**config.mk**
```make
export PLATFORM = sky130hd
export DESIGN_NAME = req_arbiter
export DESIGN_NICKNAME = d
export VERILOG_FILES = /design/src/rtl/req_arbiter.sv
export SDC_FILE = /design/constraint.sdc
export NUM_CORES = 1
export LEC_CHECK = 0
export BUFFER_PORTS_ARGS = -buffer_cell sky130_fd_sc_hd__buf_4
export CORE_MARGIN = 3
export CORE_UTILIZATION = 53
export CTS_CLUSTER_DIAMETER = 150
export DETAILED_ROUTE_END_ITERATION = 8
export GPL_ROUTABILITY_DRIVEN = 0
export HOLD_SLACK_MARGIN = 0.1
export PLACE_DENSITY = 0.75
export SYNTH_ARGS = -nofsm -noshare
export SYNTH_HDL_FRONTEND = slang
export SYNTH_SLANG_ARGS = --single-unit
```
**constraint.sdc**
```tcl
create_clock -name clk -period 2.6 [get_ports clk]
set_input_delay 0.26 -clock clk [delete_from_list [all_inputs] [get_ports clk]]
set_output_delay 0.26 -clock clk [all_outputs]
set_load 0.02 [all_outputs]
```
**src/rtl/req_arbiter.sv**
```systemverilog
// rtl/req_arbiter.sv - 9-way request arbiter with one-hot/encoded grant and hold-time limit
// Fixed priority (line 8 highest) by default; define ARB_ROUND_ROBIN_EN for rotating priority.
module req_arbiter #(
    parameter int MAX_HOLD = 8
) (
    input  logic       clk,
    input  logic       rst,
    input  logic [8:0] req,
    output logic [8:0] gnt,
    output logic [3:0] gnt_code,
    output logic       gnt_valid,
    output logic       timeout
);

    localparam logic [7:0] MAX_HOLD_C = 8'(MAX_HOLD);

    typedef enum logic {IDLE = 1'b0, GRANT = 1'b1} state_t;

    state_t     state_q, state_d;
    logic [3:0] owner_q, owner_d;
    logic [7:0] hold_cnt_q, hold_cnt_d;
    logic [8:0] gnt_q, gnt_d;
    logic [3:0] gnt_code_q, gnt_code_d;
    logic       timeout_q, timeout_d;
    logic       revoke;
    logic [3:0] search_start;
    logic [3:0] winner;

`ifdef ARB_ROUND_ROBIN_EN
    logic [3:0] last_idx_q, last_idx_d;
`endif

    // First set line found scanning downward from start, wrapping 0 -> 8.
    function automatic logic [3:0] pick(input logic [8:0] r, input logic [3:0] start);
        logic [3:0] w;
        int         idx;
        w = 4'd0;
        for (int k = 8; k >= 0; k--) begin
            idx = (int'(start) - k + 9) % 9;
            if (r[idx]) w = 4'(idx);
        end
        return w;
    endfunction

    always_comb begin
`ifdef ARB_ROUND_ROBIN_EN
        search_start = (last_idx_q == 4'd0) ? 4'd8 : last_idx_q - 4'd1;
`else
        search_start = 4'd8;
`endif
        winner = pick(req, search_start);
    end

    always_ff @(posedge clk or posedge rst) begin
        if (rst) begin
            state_q    <= IDLE;
            owner_q    <= 4'd0;
            hold_cnt_q <= 8'd0;
            gnt_q      <= 9'd0;
            gnt_code_q <= 4'd0;
            timeout_q  <= 1'b0;
`ifdef ARB_ROUND_ROBIN_EN
            last_idx_q <= 4'd0;
`endif
        end else begin
            state_q    <= state_d;
            owner_q    <= owner_d;
            hold_cnt_q <= hold_cnt_d;
            gnt_q      <= gnt_d;
            gnt_code_q <= gnt_code_d;
            timeout_q  <= timeout_d;
`ifdef ARB_ROUND_ROBIN_EN
            last_idx_q <= last_idx_d;
`endif
        end
    end

    always_comb begin
        state_d    = state_q;
        owner_d    = owner_q;
        hold_cnt_d = hold_cnt_q;
        revoke     = 1'b0;
`ifdef ARB_ROUND_ROBIN_EN
        last_idx_d = last_idx_q;
`endif
        case (state_q)
            IDLE: begin
                if (|req) begin
                    state_d    = GRANT;
                    owner_d    = winner;
                    hold_cnt_d = 8'd1;
`ifdef ARB_ROUND_ROBIN_EN
                    last_idx_d = winner;
`endif
                end
            end
            GRANT: begin
                // An owner drop wins over a coincident timeout: plain release.
                if (!req[owner_q]) begin
                    state_d    = IDLE;
                    hold_cnt_d = 8'd0;
                end else if (MAX_HOLD == 0 || hold_cnt_q < MAX_HOLD_C) begin
                    if (hold_cnt_q != 8'hFF) hold_cnt_d = hold_cnt_q + 8'd1;
                end else begin
                    state_d    = IDLE;
                    hold_cnt_d = 8'd0;
                    revoke     = 1'b1;
                end
            end
            default: state_d = IDLE;
        endcase
    end

    always_comb begin
        gnt_d      = 9'd0;
        gnt_code_d = 4'd0;
        timeout_d  = revoke;
        if (state_d == GRANT) begin
            gnt_d      = 9'd1 << owner_d;
            gnt_code_d = owner_d + 4'd1;
        end
    end

    assign gnt       = gnt_q;
    assign gnt_code  = gnt_code_q;
    assign gnt_valid = |gnt_q;
    assign timeout   = timeout_q;

endmodule

```
==> reports/results.ini <==
[sta]
finalSetupViolations=0
setup_tns_ns=0
finalCriticalPeriod_ns=2.19
min_period_over_period=0.842
fin_skew_ns=0.00533
fmaxAchievable_mhz=457
whs_ns=0.144
hold_viol=0
slew-limit-headroom=0.349
grt_setup_unrepaired=false
worstMarginPinSlew_ns=0.976
slew_viol_final=0

[critical_path]
crit_fanout=5
required_ns=2.82
critPathMaxStageDelay_ns=0.60
cp-end-kind=flop
cpMaxStageDelayCell=or4_1
critPathKind=primary input to flop
arrival_ns=2.41
crit_family=simple AND/OR/NAND/NOR gates
crit_chain=buf_4 -> or4_1 -> o31ai_1 -> a21oi_1 -> or2_1 -> ha_1 -> ha_1 -> a21boi_0
cpMostUsedCell=ha_1
start_kind=primary input
critical_path_buf_inv_count=1

[clock_network]
cts_setup_buffers=0
numCtsBuffers=3
cts.sinks=27
cts_tree=yes
ctsResizeCount=0
ctsRootBufferMaster=clkbuf_4
clock_path_buffers=2
hold_buffers=0
clkSlewWorstSetupHoldPaths_ns=0.15
cts_htree_levels=1
clock_latency_ns=0.32

[floorplan]
rows=17
io_pins=26
die_h_um=55.3
die_w_um=55.3
die_area_um2=3050
core_area_um2=2250
initial_core_util=0.570

[grt]
grt_remaining_overflow=0
grt_pass1_wl_mm=4.43
antenna_found_initial=0
grt_max_degree=28
grt_pass1_vias=940
grt.total_usage=0.177

[logic_synthesis]
ys_seq_area_frac=0.525
ys_ff_latch=27
synthCells=115
synth-edff-count=0
synth_ff_type=dfrtp_1
synth.area.top_cells=dfrtp_1, ha_1, and2_1
synth_area_leader_cell=dfrtp_1
yosysTopAreaCellShare=0.525
async_flop_share=1.00
synth_most_common_cell=dfrtp_1
syn_avg_cell_area_um2=11.2
yosysUniqueCellTypes=34
yosysWarnings=0
netlist_area_um2=1290
syn-num-nets=133
synthTopCellsByCount=dfrtp_1, nor2_1, inv_1, and2_1, ha_1

[pwr]
fin_total_pwr_mw=1.64
powerDensity_nw_per_um2=1060
switchingPower_uw=695
p_clk_frac=0.113
irDropWorstVdd_mv=0.675
share_comb_of_total_power=0.500
netSwitchingFraction=0.425
p_leak_nw=0.802
p_seq_frac=0.387
p_int_uw=940

[routing]
drt-wirelength-per-cell_um=14.8
firstDrtPassIters=4
dr_total_vias=949
vias_per_cell=5.49
drc=0
totalWireLength_mm=2.56
ant_nets=0
drt-initial-drc-count=35

[cells_and_area]
diodes=0
area_growth_pct=20.2
drive_gt1_frac=0.255
nets=164

[placement]
io_buffers=25
place_hpwl_mm=1.97

[hold_path]
hp-class=primary input to async pin

[run_status]
status=finished, final reports clean

[job]
max_cap_violations=0

[power by group through the flow]
stage                     Combinational, mW  Sequential (mW)  Clock (mW)
after floorplan                       0.459            0.695           0
after global placement                0.796            0.636           0
after detailed placement              0.817            0.641           0
after CTS                             0.822            0.631       0.189
after global routing                  0.907            0.650       0.209
final                                 0.817            0.633       0.185
[state kept, by name (all words and copies together) (netlist names)]
name and count:
owner_q 4, state_q 1, gnt_code 4, timeout 1
gnt 9, hold_cnt_q 8
[placed cells by master, fill, tap and decap left out, drive strengths merged]
cell type and n:
a211oi 1, a21boi 1, a21o 3, a21oi 6, a221oi 1, a22o 2
a22oi 1, a31oi 1, and2 7, and3 6, buf 26, clkbuf 3
clkinvlp 1, dfrtp 27, ha 7, inv 9, mux2i 2, mux4 1
nand2 5, nand2b 2, nand3 3, nand4b 1, nor2 9, nor2b 2
nor3 1, nor4 1, o211ai 2, o21ai 5, o31ai 3, or2 1
or3 1, or4 4
[per-layer routing]
metal | part of all wire | global-route usage
met1 | 0.47 | 0.244
met2 | 0.51 | 0.292
met3 | 0.015 | 0.0210
met4 | 0.0070 | 0.0556
met5 | 0 | 0
[final timing paths]
| path | from | to | slack [ns] | cells after the start |
|---|---|---|---|---|
| setup / recovery | req[3] | gnt_code[2]$_DFF_PP0_ | 0.41 | 8 |
| hold / removal | rst | hold_cnt_q[6]$_DFFE_PP0P_ | 0.14 | 2 |
| setup reg to reg | state_q$_DFF_PP0_ | gnt_code[2]$_DFF_PP0_ | 0.60 | 7 |
| hold reg to reg | hold_cnt_q[3]$_DFFE_PP0P_ | hold_cnt_q[3]$_DFFE_PP0P_ | 0.49 | 2 |
| max in group asynchronous | rst | gnt_code[1]$_DFF_PP0_ | 1.87 | 2 |
| min in group clk | req[7] | owner_q[1]$_DFF_PP0_ | 0.33 | 4 |
[cell type report]
class | count | area (um2)
fillers | 173 | 708
flip-flops and latches | 27 | 676
multi-input cells | 79 | 577
repair buffers | 26 | 195
well taps | 28 | 35.0
inverters | 9 | 33.8
clock buffers | 3 | 22.5
clock inverters | 1 | 7.51
[kinds of logic (layout without fill, tap and decap cells)]
kind of cell,after synthesis,count (layout),share of synthesized area
buffers and inverters,9,39,0.0263
multiplexers,3,3,0.0331
flip-flops,27,27,0.525
adder cells (fa/ha/maj),7,7,0.0681
AND/OR/NAND/NOR,43,43,0.187
AO/OA/AOI/OAI,26,26,0.161
[per-stage QoR]
stage / instance area (um2) / setup WS (ns) / cells / utilization
after CTS: 1550 / 0.420 / 173 / 0.686
after global routing: 1550 / 0.307 / 173 / 0.686
after detailed placement: 1520 / 0.0669 / 169 / 0.673
after global placement: 1520 / 0.175 / 169 / 0.673
final: 1550 / 0.410 / 173 / 0.686
after floorplan: 1290 / 0.348 / 115 / -
No activity file was read; power rests on OpenSTA's default activity.
